`src/rtl/pzbcm_sram_pkg.sv`:
```
// Shared types for the 1RW SRAM controller.
package pzbcm_sram_pkg;

  // Winner of a read/write conflict; also used as the round-robin priority
  // holder (the side that wins the next conflict).
  typedef enum logic {
    GRANT_READ  = 1'b0,
    GRANT_WRITE = 1'b1
  } pzbcm_sram_grant_t;

endpackage

```
`src/rtl/pzbcm_fifo.sv`:
```
// Small synchronous FIFO with occupancy count; output shows the head entry.
module pzbcm_fifo #(
  parameter int WIDTH = 32,
  parameter int DEPTH = 3
)(
  input  logic                         i_clk,
  input  logic                         i_rst_n,
  input  logic                         i_push,
  input  logic [WIDTH-1:0]             i_data,
  input  logic                         i_pop,
  output logic [WIDTH-1:0]             o_data,
  output logic                         o_empty,
  output logic [$clog2(DEPTH+1)-1:0]   o_count
);

  localparam int CNT_W = $clog2(DEPTH + 1);
  localparam int PTR_W = (DEPTH > 1) ? $clog2(DEPTH) : 1;

  logic [DEPTH-1:0][WIDTH-1:0] mem_q, mem_d;
  logic [PTR_W-1:0]            wptr_q, wptr_d, rptr_q, rptr_d;
  logic [CNT_W-1:0]            cnt_q, cnt_d;

  function automatic logic [PTR_W-1:0] ptr_inc(input logic [PTR_W-1:0] p);
    return (p == PTR_W'(DEPTH - 1)) ? '0 : p + 1'b1;
  endfunction

  // Next-state for storage, pointers and occupancy.
  always_comb begin
    mem_d  = mem_q;
    wptr_d = wptr_q;
    rptr_d = rptr_q;
    cnt_d  = cnt_q;
    if (i_push) begin
      mem_d[wptr_q] = i_data;
      wptr_d        = ptr_inc(wptr_q);
    end
    if (i_pop) rptr_d = ptr_inc(rptr_q);
    case ({i_push, i_pop})
      2'b10:   cnt_d = cnt_q + 1'b1;
      2'b01:   cnt_d = cnt_q - 1'b1;
      default: cnt_d = cnt_q;
    endcase
  end

  // State registers; storage is cleared so the head reads zero after reset.
  always_ff @(posedge i_clk or negedge i_rst_n) begin
    if (!i_rst_n) begin
      mem_q  <= '0;
      wptr_q <= '0;
      rptr_q <= '0;
      cnt_q  <= '0;
    end else begin
      mem_q  <= mem_d;
      wptr_q <= wptr_d;
      rptr_q <= rptr_d;
      cnt_q  <= cnt_d;
    end
  end

  assign o_data  = mem_q[rptr_q];
  assign o_empty = (cnt_q == '0);
  assign o_count = cnt_q;

endmodule

```
`src/rtl/pzbcm_sram_1rw_controller.sv`:
```
// Arbitrates read/write requests onto a single-port SRAM and buffers read
// responses behind a credit scheme so no read is ever dropped.
module pzbcm_sram_1rw_controller
  import pzbcm_sram_pkg::*;
#(
  parameter int ADDRESS_WIDTH  = 8,
  parameter int DATA_WIDTH     = 32,
  parameter int READ_LATENCY   = 1,
  parameter int RESPONSE_DEPTH = READ_LATENCY + 2
)(
  input  logic                     i_clk,
  input  logic                     i_rst_n,
  input  logic                     i_write_valid,
  output logic                     o_write_ready,
  input  logic [ADDRESS_WIDTH-1:0] i_write_address,
  input  logic [DATA_WIDTH-1:0]    i_write_data,
  input  logic                     i_read_valid,
  output logic                     o_read_ready,
  input  logic [ADDRESS_WIDTH-1:0] i_read_address,
  output logic                     o_read_response_valid,
  input  logic                     i_read_response_ready,
  output logic [DATA_WIDTH-1:0]    o_read_data,
  output logic                     o_sram_enable,
  output logic                     o_sram_write,
  output logic [ADDRESS_WIDTH-1:0] o_sram_pointer,
  output logic [DATA_WIDTH-1:0]    o_sram_write_data,
  input  logic [DATA_WIDTH-1:0]    i_sram_read_data
);

  localparam int CNT_W = $clog2(RESPONSE_DEPTH + 1);

  pzbcm_sram_grant_t         prio_q, prio_d;
  logic [READ_LATENCY:0]     vld_pipe_q, vld_pipe_d;
  logic                      sram_enable_q, sram_enable_d;
  logic                      sram_write_q, sram_write_d;
  logic [ADDRESS_WIDTH-1:0]  sram_pointer_q, sram_pointer_d;
  logic [DATA_WIDTH-1:0]     sram_write_data_q, sram_write_data_d;
  logic [CNT_W-1:0]          rsp_count;
  logic                      rsp_empty, rsp_push, rsp_pop;
  logic                      read_eligible, read_req, write_accept, read_accept;
  int                        credit_used;

  // A popping response frees its slot this same cycle.
  always_comb begin
    credit_used   = $countones(vld_pipe_q) + int'(rsp_count) - int'(rsp_pop);
    read_eligible = (credit_used < RESPONSE_DEPTH);
  end

  assign read_req = i_read_valid && read_eligible;

  // Round-robin arbitration; each ready looks only at the other side's request.
  always_comb begin
    prio_d        = prio_q;
    o_write_ready = i_rst_n && (!read_req || (prio_q == GRANT_WRITE));
    o_read_ready  = i_rst_n && read_eligible &&
                    (!i_write_valid || (prio_q == GRANT_READ));
    if (i_write_valid && read_req)
      prio_d = (prio_q == GRANT_READ) ? GRANT_WRITE : GRANT_READ;
  end

  assign write_accept = i_write_valid && o_write_ready;
  assign read_accept  = i_read_valid  && o_read_ready;

  // SRAM command for the accepted request; address/data hold when idle.
  always_comb begin
    sram_enable_d     = write_accept || read_accept;
    sram_write_d      = sram_write_q;
    sram_pointer_d    = sram_pointer_q;
    sram_write_data_d = sram_write_data_q;
    if (write_accept) begin
      sram_write_d      = 1'b1;
      sram_pointer_d    = i_write_address;
      sram_write_data_d = i_write_data;
    end else if (read_accept) begin
      sram_write_d      = 1'b0;
      sram_pointer_d    = i_read_address;
    end
  end

  // In-flight read tracker: the last stage marks the cycle SRAM data is valid.
  always_comb begin
    vld_pipe_d[0] = read_accept;
    for (int i = 1; i <= READ_LATENCY; i++) vld_pipe_d[i] = vld_pipe_q[i-1];
  end

  // Registers; reset drops in-flight reads so late SRAM data is never pushed.
  always_ff @(posedge i_clk or negedge i_rst_n) begin
    if (!i_rst_n) begin
      prio_q            <= GRANT_READ;
      vld_pipe_q        <= '0;
      sram_enable_q     <= 1'b0;
      sram_write_q      <= 1'b0;
      sram_pointer_q    <= '0;
      sram_write_data_q <= '0;
    end else begin
      prio_q            <= prio_d;
      vld_pipe_q        <= vld_pipe_d;
      sram_enable_q     <= sram_enable_d;
      sram_write_q      <= sram_write_d;
      sram_pointer_q    <= sram_pointer_d;
      sram_write_data_q <= sram_write_data_d;
    end
  end

  assign o_sram_enable     = sram_enable_q;
  assign o_sram_write      = sram_write_q;
  assign o_sram_pointer    = sram_pointer_q;
  assign o_sram_write_data = sram_write_data_q;

  assign rsp_push              = vld_pipe_q[READ_LATENCY];
  assign rsp_pop               = o_read_response_valid && i_read_response_ready;
  assign o_read_response_valid = !rsp_empty;

  pzbcm_fifo #(
    .WIDTH (DATA_WIDTH),
    .DEPTH (RESPONSE_DEPTH)
  ) u_response_fifo (
    .i_clk   (i_clk),
    .i_rst_n (i_rst_n),
    .i_push  (rsp_push),
    .i_data  (i_sram_read_data),
    .i_pop   (rsp_pop),
    .o_data  (o_read_data),
    .o_empty (rsp_empty),
    .o_count (rsp_count)
  );

endmodule

```
`config.mk`:
```
export PLATFORM = sky130hd
export DESIGN_NAME = pzbcm_sram_1rw_controller
export DESIGN_NICKNAME = d
export VERILOG_FILES = /design/src/rtl/pzbcm_sram_pkg.sv /design/src/rtl/pzbcm_fifo.sv /design/src/rtl/pzbcm_sram_1rw_controller.sv
export SDC_FILE = /design/constraint.sdc
export NUM_CORES = 1
export LEC_CHECK = 0
export BUFFER_PORTS_ARGS = -buffer_cell sky130_fd_sc_hd__buf_2
export CORE_MARGIN = 5
export CORE_UTILIZATION = 50
export DETAILED_ROUTE_END_ITERATION = 8
export GPL_TIMING_DRIVEN = 1
export HOLD_SLACK_MARGIN = 0.15
export PLACE_DENSITY = 0.76
export SLEW_MARGIN = 20
export SYNTH_ARGS = -nofsm -noshare
export SYNTH_HDL_FRONTEND = slang
export SYNTH_SLANG_ARGS = --single-unit
```
`constraint.sdc`:
```
create_clock -name i_clk -period 6.7 [get_ports i_clk]
set_clock_uncertainty 0.05 [all_clocks]
set_input_delay 0.67 -clock i_clk [delete_from_list [all_inputs] [get_ports i_clk]]
set_output_delay 0.67 -clock i_clk [all_outputs]
set_load 0.02 [all_outputs]
```
==> results of run 1 <==
## metrics by stage
stage,hold slack (ps),instances
after floorplan,304,483
after global placement,312,790
after detailed placement,313,790
after CTS,245,821
after global routing,287,821
final,226,821
## critical path, stage by stage, from the launching register on
cell      delay [ps]
dfrtp_1          450
or2_2            340
nand2_1          130
inv_1             60
ha_1             350
fa_1             420
fa_1             400
xnor2_1          240
a32o_1           570
a21boi_0         210
buf_2            200
## metal layers
layer	share of wire	wire length, microns
met1	0.44	6400
met4	0.016	231
met5	0	0
met2	0.46	6720
met3	0.077	1110
## area by class of cell
type	count	area [sq um]
Multi-Input combinational cell	297	2670
Timing Repair Buffer	166	850
Clock buffer	21	460
Fill cell	965	4590
Inverter	8	30.0
Sequential cell	147	3680
Tap cell	172	215
Clock inverter	10	228
## sequential cells by signal, summed over array words and instances (netlist names)
name / count
o_sram_enable: 1
o_sram_pointer: 8
o_sram_write: 1
o_sram_write_data: 32
prio_q: 1
u_response_fifo.mem_q: 96
u_response_fifo.o_count: 2
u_response_fifo.rptr_q: 2
u_response_fifo.wptr_q: 2
vld_pipe_q: 2
## synthesized netlist by cell type, types with 2 or more instances
| master | n |
|---|---|
| a211oi_1 | 8 |
| inv_1 | 6 |
| mux2_2 | 99 |
| xnor2_1 | 4 |
| buf_2 | 5 |
| mux2i_1 | 32 |
| o21a_1 | 2 |
| a21o_1 | 3 |
| clkbuf_1 | 15 |
| fa_1 | 2 |
| nor2_1 | 2 |
| nor3_1 | 2 |
| buf_6 | 6 |
| ha_1 | 4 |
| nand2_1 | 39 |
| nand3_1 | 9 |
| a31oi_1 | 8 |
| buf_1 | 5 |
| mux2_4 | 29 |
| o21ai_0 | 44 |
| dfrtp_1 | 147 |
## power breakdown
| group | internal (mW) | switching [mW] | total [mW] |
|---|---|---|---|
| Clock | 0.752 | 0.348 | 1.10 |
| Combinational | 0.890 | 1.11 | 2.00 |
| Sequential | 1.35 | 0.251 | 1.60 |
## logic make-up after synthesis
family                   share of synthesized area
flip-flops                                   0.564
buffers and inverters                       0.0303
multiplexers                                 0.289
AO/OA/AOI/OAI                               0.0612
AND/OR/NAND/NOR                             0.0368
adder cells (fa/ha/maj)                     0.0138
XOR/XNOR                                   0.00537
## path summary, 6_finish.rpt
check                                                start  slack (ps)  cells past startpoint                        end
worst max-delay path            u_response_fifo.o_count[1]        2180                     10              o_write_ready
worst min-delay path                               i_rst_n         230                      1  u_response_fifo.mem_q[72]
worst max register to register  u_response_fifo.o_count[1]        2210                     11      o_sram_write_data[31]
worst min register to register               vld_pipe_q[0]         330                      0              vld_pipe_q[1]
max in group asynchronous                          i_rst_n        4960                      2  u_response_fifo.rptr_q[1]
min in group i_clk                           vld_pipe_q[0]         330                      0              vld_pipe_q[1]
==> impl_metrics.csv, run 1 <==
group,metric,value,unit
outcome,outcome,"completed",
floorplanning,coreArea,12700,sq um
sta,grt_setup_unrepaired,"no",
clock_network,cts_made_buffers,17,
cells_and_area,fin_nets,728,
sta,final_hold_viol_count,0,
clock_network,cts_resized,0,
worst_setup_path,arrival,3800,ps
floorplanning,die_w,124,microns
sta,tns,0,ps
pwr,power,4.69,mW
cells_and_area,final_cell_mix,"buf_2, dfrtp_1, mux2_2",
floorplanning,start_util,0.513,
routing,drt_pass1_iterations,4,
cells_and_area,antenna_cells,0,
sta,fmax,221,MHz
grt,antenna_found_initial,0,
cells_and_area,final_common_cell,"buf_2",
pwr,power_density,577,nW/um^2
synth,postSynthAreaPerCell,13.5,sq um
synth,synth_edf_count,0,
worst_setup_path,start_kind,"flop",
flow_run,drv_cap,0,
floorplanning,ios,162,
floorplanning,die_h,124,microns
clock_network,clockBufferDepth,2,
sta,layout_setup_ws,2180,ps
cells_and_area,fin_area,8130,sq um
clock_network,tritoncts,"yes",
synth,synthCells,483,
clock_network,clockRootBuffer,"clkbuf_16",
routing,first_iter_violations,283,
clock_network,cts_setup_buffers,0,
min_path,hp-class,"in2async",
clock_network,path_clk_slew,60,ps
routing,ant_nets,0,
grt,grt_pass1_vias,4785,
routing,routed_wl,14.5,mm
grt,globalRouteMet1Util,0.257,
synth,ys_types,33,
clock_network,htreeDepth,4,
routing,num_vias,4343,
grt,met2_usage,0.296,
grt,grt_start_max_net_pins,80,
worst_setup_path,crit_fanout,19,
worst_setup_path,cp.required,5980,ps
synth,yosysSeqAreaShare,0.564,
clock_network,clock_sinks,147,
synth,synth_top_area_cell,"dfrtp_1",
sta,finalCriticalPeriod,4520,ps
grt,use_met3,0.0643,
floorplanning,fp-row-count,41,
sta,finalCritPeriodShare,0.675,
routing,drc,0,
worst_setup_path,path_class,"reg2out",
placement,placed_area,7440,sq um
placement,gp_congestion,0.854,
pwr,p_leak,3.82,nW
synth,synth_top_area_frac,0.564,
clock_network,ctsHoldBuffers,0,
clock_network,clk-insertion-delay-late,420,ps
synth,synth.area.top_cells,"dfrtp_1, mux2_2, mux2_4",
routing,wire_per_inst,17.6,microns
cells_and_area,fin_util,0.639,
grt,gr-usage-all-layers,0.194,
cells_and_area,syn_to_final_growth,24.6,%
synth,syn_area,6520,sq um
synth,yosys_warnings,0,
synth,synth-main-ff-cell,"dfrtp_1",
grt,grt-busiest-layer,"met2",
grt,grt_pass1_wl,24.1,mm
sta,slew_headroom,0.312,
sta,worstMarginPinSlew,1030,ps
sta,finalMaxSlewViolations,0,
pwr,max-vdd-ir-drop,0.000312,V
placement,pre_cts_ws,2250,ps
placement,io_buffers,161,
synth,ys_ff_latch,147,
synth,synthArstFlopShare,1.00,
sta,setup_violations,0,
synth,syn_nets,574,
cells_and_area,drive_gt1_frac,0.510,
worst_setup_path,endpoint_kind,"output pin",
floorplanning,die_area,15400,sq um
grt,grt_remaining_overflow,0,
placement,dp_hpwl,9.51,mm
routing,avgViaCountPerCell,5.29,
No activity file was read; power rests on OpenSTA's default activity.
==> inputs of run 2 (changes only) <==
--- a/config.mk
+++ b/config.mk
@@ -7,7 +7,7 @@
 export LEC_CHECK = 0
 export BUFFER_PORTS_ARGS = -buffer_cell sky130_fd_sc_hd__buf_2
 export CORE_MARGIN = 5
-export CORE_UTILIZATION = 50
+export CORE_UTILIZATION = 48
 export DETAILED_ROUTE_END_ITERATION = 8
 export GPL_TIMING_DRIVEN = 1
 export HOLD_SLACK_MARGIN = 0.15
==> constraint.sdc (replaced) <==
create_clock -name i_clk -period 3.8 [get_ports i_clk]
set_clock_uncertainty 0.05 [all_clocks]
set_input_delay 0.38 -clock i_clk [delete_from_list [all_inputs] [get_ports i_clk]]
set_output_delay 0.38 -clock i_clk [all_outputs]
set_load 0.02 [all_outputs]
==> impl_metrics.csv, run 2 (same netlist as run 1, synthesis figures left out) <==
group,metric,value,unit
outcome,outcome,"completed",
floorplanning,die_area,16000,sq um
cells_and_area,syn_to_final_growth,29.3,%
pwr,p_int,5.16,mW
grt,met2_usage,0.327,
routing,drt_pass1_iterations,5,
placement,io_buffers,161,
clock_network,clockRootBuffer,"clkbuf_16",
routing,first_iter_violations,279,
cells_and_area,final_common_cell,"buf_2",
sta,fmax,274,MHz
placement,dp_hpwl,9.70,mm
worst_setup_path,cp.required,3370,ps
worst_setup_path,endpoint_kind,"output pin",
pwr,power_frac_clock,0.201,
pwr,pwr-share-comb,0.457,
grt,antenna_found_initial,1,
floorplanning,die_w,127,microns
sta,finalCriticalPeriod,3650,ps
clock_network,clockBufferDepth,2,
sta,worstMarginPinSlew,1100,ps
floorplanning,die_h,127,microns
floorplanning,ios,162,
sta,finalCritPeriodShare,0.960,
cells_and_area,final_cell_mix,"buf_2, dfrtp_1, mux2_2",
grt,grt-busiest-layer,"met2",
clock_network,tritoncts,"yes",
pwr,power.share.switching,0.373,
routing,num_vias,4619,
flow_run,drv_cap,0,
grt,grt_start_max_net_pins,77,
routing,drc,0,
sta,hold_ws,163,ps
pwr,max-vdd-ir-drop,0.000528,V
sta,finalMaxSlewViolations,0,
pwr,p_leak,3.95,nW
grt,gr-usage-all-layers,0.198,
worst_setup_path,path_class,"reg2out",
sta,setup_violations,0,
min_path,hp-class,"in2reg",
cells_and_area,fin_nets,764,
placement,dp_cells,797,
cells_and_area,drive_gt1_frac,0.507,
routing,wire_per_inst,18.1,microns
placement,pre_cts_ws,242,ps
sta,final_hold_viol_count,0,
routing,routed_wl,15.6,mm
pwr,power_density,975,nW/um^2
sta,slew_headroom,0.264,
cells_and_area,antenna_cells,0,
pwr,power_frac_seq,0.342,
clock_network,htreeDepth,4,
placement,gp_congestion,0.795,
worst_setup_path,crit_fanout,7,
grt,grt_remaining_overflow,0,
grt,globalRouteMet1Util,0.243,
cells_and_area,largest_reg_flops,96,
sta,layout_setup_ws,151,ps
clock_network,path_clk_slew,60,ps
worst_setup_path,arrival,3220,ps
routing,ant_nets,0,
floorplanning,fp-row-count,42,
floorplanning,coreArea,13300,sq um
clock_network,cts_made_buffers,17,
worst_setup_path,start_kind,"flop",
routing,avgViaCountPerCell,5.36,
cells_and_area,final_cell_count_no_fill,861,
cells_and_area,largest_register,"u_response_fifo.mem_q",
grt,grt_pass1_wl,25.4,mm
clock_network,clk-insertion-delay-late,410,ps
grt,use_met3,0.0736,
clock_network,clock_sinks,147,
pwr,power.switching,3.07,mW
floorplanning,start_util,0.491,
grt,grt_pass1_vias,5093,
==> run 2: what timing repair did <==
action                     in CTS  in global routing
gates resized for setup         5                  3
hold buffers                   25                  2
pin swaps                       0                  1
setup buffers                   2                  4
hold endpoints to repair       38                  2
setup endpoints to repair       1                  1
==> run 2: final cells by class <==
class,instances,area (sq um)
Clock buffer,20,457
Fill cell,969,4860
Inverter,8,30.0
Timing Repair Buffer,202,1220
Multi-Input combinational cell,297,2690
Clock inverter,11,135
Tap cell,176,220
Sequential cell,147,3680
==> run 2: power groups by stage <==
stage               sequential (mW)  combinational, mW  clock, mW
floorplan                      3.00               2.30          0
global placement               2.77               3.50          0
detailed placement             2.81               3.61          0
CTS                            2.81               3.70       1.69
global route                   2.91               4.06       1.76
finish                         2.81               3.76       1.66
==> run 2: metrics by stage <==
step / setup TNS (ps) / utilization / instance area [sq um] / power [mW]
after floorplan: 0 / - / 6520 / 5.30
after global placement: 0 / 0.564 / 7490 / 6.27
after detailed placement: 0 / 0.564 / 7490 / 6.42
after CTS: 0 / 0.630 / 8370 / 8.20
after global routing: -4.26 / 0.634 / 8430 / 8.73
final: 0 / 0.634 / 8430 / 8.22
==> run 2: path summary, 6_finish.rpt <==
check	start	to	slack, ps	cells after the start
setup / recovery	u_response_fifo.o_count[1]	o_write_ready	150	11
hold / removal	i_sram_read_data[10]	u_response_fifo.mem_q[74]	160	2
setup reg to reg	u_response_fifo.o_count[1]	o_sram_write_data[19]	440	11
hold reg to reg	vld_pipe_q[0]	vld_pipe_q[1]	340	0
max in group asynchronous	i_rst_n	u_response_fifo.mem_q[8]	2210	3
min in group asynchronous	i_rst_n	prio_q	320	2
==> run 2: metal layers <==
layer,part of all wire,wire [microns]
met1,0.41,6320
met2,0.49,7710
met3,0.084,1310
met4,0.015,233
met5,0.00083,13
==> run 2: critical path, stage by stage (launching register included) <==
cell	delay (ps)
dfrtp_2	400
or2_2	310
nand2_2	90
inv_1	80
ha_4	260
fa_2	350
fa_1	470
o21a_1	200
a32o_2	250
buf_6	130
a21boi_2	130
buf_4	150
==> inputs of run 3 (changes only) <==
--- a/config.mk
+++ b/config.mk
@@ -7,12 +7,13 @@
 export LEC_CHECK = 0
 export BUFFER_PORTS_ARGS = -buffer_cell sky130_fd_sc_hd__buf_2
 export CORE_MARGIN = 5
-export CORE_UTILIZATION = 48
+export CORE_UTILIZATION = 45
 export DETAILED_ROUTE_END_ITERATION = 8
 export GPL_TIMING_DRIVEN = 1
 export HOLD_SLACK_MARGIN = 0.15
-export PLACE_DENSITY = 0.76
+export PLACE_DENSITY = 0.72
 export SLEW_MARGIN = 20
 export SYNTH_ARGS = -nofsm -noshare
 export SYNTH_HDL_FRONTEND = slang
+export SYNTH_HIERARCHICAL = 1
 export SYNTH_SLANG_ARGS = --single-unit
==> impl_metrics.csv, run 3 <==
group,metric,value,unit
floorplanning,die_h,132,microns
min_path,hold_end,"u_response_fifo/mem_q[79]",
worst_setup_path,reg2reg_to,"o_sram_pointer[1]",
synth,synth_edf_count,0,
clock_network,tritoncts,"yes",
floorplanning,ios,162,
floorplanning,die_w,132,microns
grt,gr-usage-all-layers,0.186,
placement,placed_area,7590,sq um
synth,postSynthAreaPerCell,13.9,sq um
routing,num_vias,4492,
grt,grt_pass1_vias,4918,
synth,synth_top_area_frac,0.550,
placement,io_buffers,161,
cells_and_area,drive_gt1_frac,0.496,
routing,ant_nets,0,
worst_setup_path,path_cells,"nor2_4 -> nor2b_4 -> ha_1 -> fa_1 -> fa_1 -> o21a_1 -> a21o_1 -> buf_4 -> a21boi_0 -> buf_2",
sta,final_hold_viol_count,0,
grt,grt_pass1_wl,26.1,mm
synth,ys_types,34,
flow_run,drv_cap,0,
synth,synth.area.top_cells,"dfrtp_1, mux2_4, mux2_2",
worst_setup_path,crit_slowest_cell,"fa_1",
cells_and_area,antenna_cells,0,
cells_and_area,largest_reg_flops,96,
sta,finalMaxSlewViolations,0,
cells_and_area,fillerInstances,1152,
clock_network,cts_setup_buffers,0,
synth,yosys_warnings,6,
cells_and_area,final_cell_mix,"buf_2, dfrtp_1, mux2_2",
floorplanning,die_area,17400,sq um
outcome,outcome,"completed",
clock_network,htreeDepth,4,
worst_setup_path,arrival,3200,ps
worst_setup_path,cp_num_buf_inv,2,
sta,finalCritPeriodShare,0.955,
grt,antenna_found_initial,1,
synth,synth_top_area_cell,"dfrtp_1",
worst_setup_path,start_kind,"flop",
routing,drt_pass1_iterations,4,
routing,routed_wl,15.9,mm
grt,grt_remaining_overflow,0,
synth,synth-main-ff-cell,"dfrtp_1",
min_path,hp-class,"in2reg",
synth,synth_common_cells,"dfrtp_1, mux2_2, mux2_4",
worst_setup_path,crit_fanout,18,
sta,finalCriticalPeriod,3630,ps
cells_and_area,syn_to_final_growth,28.1,%
worst_setup_path,worstReg2RegStart,"u_response_fifo/o_count[0]",
pwr,power_density,972,nW/um^2
pwr,p_leak,4.10,nW
synth,synth_most_common_cell,"dfrtp_1",
routing,first_iter_violations,186,
sta,tns,0,ps
cells_and_area,fin_nets,761,
worst_setup_path,path_class,"reg2out",
synth,syn_nets,572,
sta,setup_violations,0,
placement,gp_congestion,0.848,
synth,yosysSeqAreaShare,0.550,
cells_and_area,fin_util,0.589,
sta,fmax,276,MHz
min_path,hold_depth,2,
pwr,power,8.32,mW
clock_network,clockRootBuffer,"clkbuf_16",
clock_network,clk-insertion-delay-late,410,ps
pwr,max-vdd-ir-drop,0.000485,V
routing,avgViaCountPerCell,5.18,
worst_setup_path,crit_family,"adder cells",
placement,dp_hpwl,10.1,mm
routing,wire_per_inst,18.3,microns
floorplanning,start_util,0.460,
cells_and_area,largest_register,"u_response_fifo/mem_q",
synth,syn_area,6690,sq um
placement,dp_cells,803,
synth,ys_ff_latch,147,
grt,grt_start_max_net_pins,79,
sta,slew_headroom,0.354,
worst_setup_path,r2r_cells,9,
floorplanning,fp-row-count,44,
clock_network,clockBufferDepth,2,
sta,worstMarginPinSlew,968,ps
worst_setup_path,endpoint_kind,"output pin",
routing,drc,0,
worst_setup_path,critPathMaxStageDelay,460,ps
sta,grt_setup_unrepaired,"no",
synth,synthCells,482,
worst_setup_path,cp.required,3370,ps
min_path,hp-start,"i_sram_read_data[15]",
floorplanning,coreArea,14500,sq um
worst_setup_path,r2r_setup_slack,530,ps
worst_setup_path,critPathMostFrequentCell,"fa_1",
cells_and_area,fin_area,8560,sq um
cells_and_area,final_cell_count_no_fill,868,
clock_network,clock_sinks,147,
clock_network,path_clk_slew,60,ps
cells_and_area,final_common_cell,"buf_2",
clock_network,cts_made_buffers,17,
synth,synthArstFlopShare,1.00,
[run 3: changes by cell type after synthesis, moves of 4 or more]
cell      before  now
buf_2          5   11
mux2_2        99   71
buf_1          5    1
o21ai_1        0    4
o21ai_0       44   39
mux2_4        29   59
clkbuf_1      15   10
[run 3: repair_timing]
action                     in CTS  in global routing
hold buffers                   32                  1
gates resized for setup         1                  4
hold endpoints to repair       40                  1
setup endpoints to repair       1                  1
[run 3: per-layer routing]
layer  global-route usage  vias up  routed length [microns]
met5                    0        -                       13
met4               0.0537        2                      170
met3               0.0664       16                     1150
met2                0.293      178                     7570
met1                0.244     2219                     7010
li1                     -     2077                        -
[run 3: how the worst max path moves through the flow]
stage               cells past startpoint  slack, ps           endpoint                       start
global route                           10         30      o_write_ready  u_response_fifo/o_count[0]
detailed placement                      9        380  o_sram_pointer[1]  u_response_fifo/o_count[1]
global placement                       10        510      o_write_ready  u_response_fifo/o_count[1]
floorplan                              10        290      o_write_ready  u_response_fifo/o_count[1]
finish                                 10        170      o_write_ready  u_response_fifo/o_count[0]
CTS                                    10         60      o_write_ready  u_response_fifo/o_count[1]
[run 3: kinds of logic after synthesis]
family / after synthesis / share of synthesized area
compound gates: 66 / 0.0561
buf+inv: 39 / 0.0380
fa+ha+maj: 5 / 0.0116
simple gates: 58 / 0.0374
mux: 162 / 0.300
xor+xnor: 5 / 0.00655
flops: 147 / 0.550
[run 3: worst reg2reg max path: stages (launching register included)]
cell and delay [ps]:
dfrtp_1 440, nor2_4 160, nor2b_4 60, ha_1 280, fa_1 420, fa_1 460
o21a_1 190, a21oi_1 630, o21ai_0 250, a31oi_1 230
[run 3: report_power, final]
part | internal, mW | switching [mW] | total (mW)
registers | 2.38 | 0.473 | 2.85
clock network | 1.10 | 0.646 | 1.74
logic | 1.73 | 2.00 | 3.73
total | 5.20 | 3.12 | 8.32
[run 3: metrics by stage]
step / setup WS (ps) / hold WS [ps]
floorplan: 295 / 34.4
global placement: 512 / 156
detailed placement: 380 / 158
CTS: 64.3 / 153
global route: 25.8 / 158
finish: 171 / 176
[run 3: layout make-up]
cell class,instances,area (sq um),share of cell area
sequential,147,3680,0.430
multi-input combinational,296,2790,0.326
timing repair buffer,201,1210,0.141
clock buffer,19,433,0.0506
tap,184,230,0.0269
clock inverter,13,185,0.0216
inverter,8,30.0,0.00351
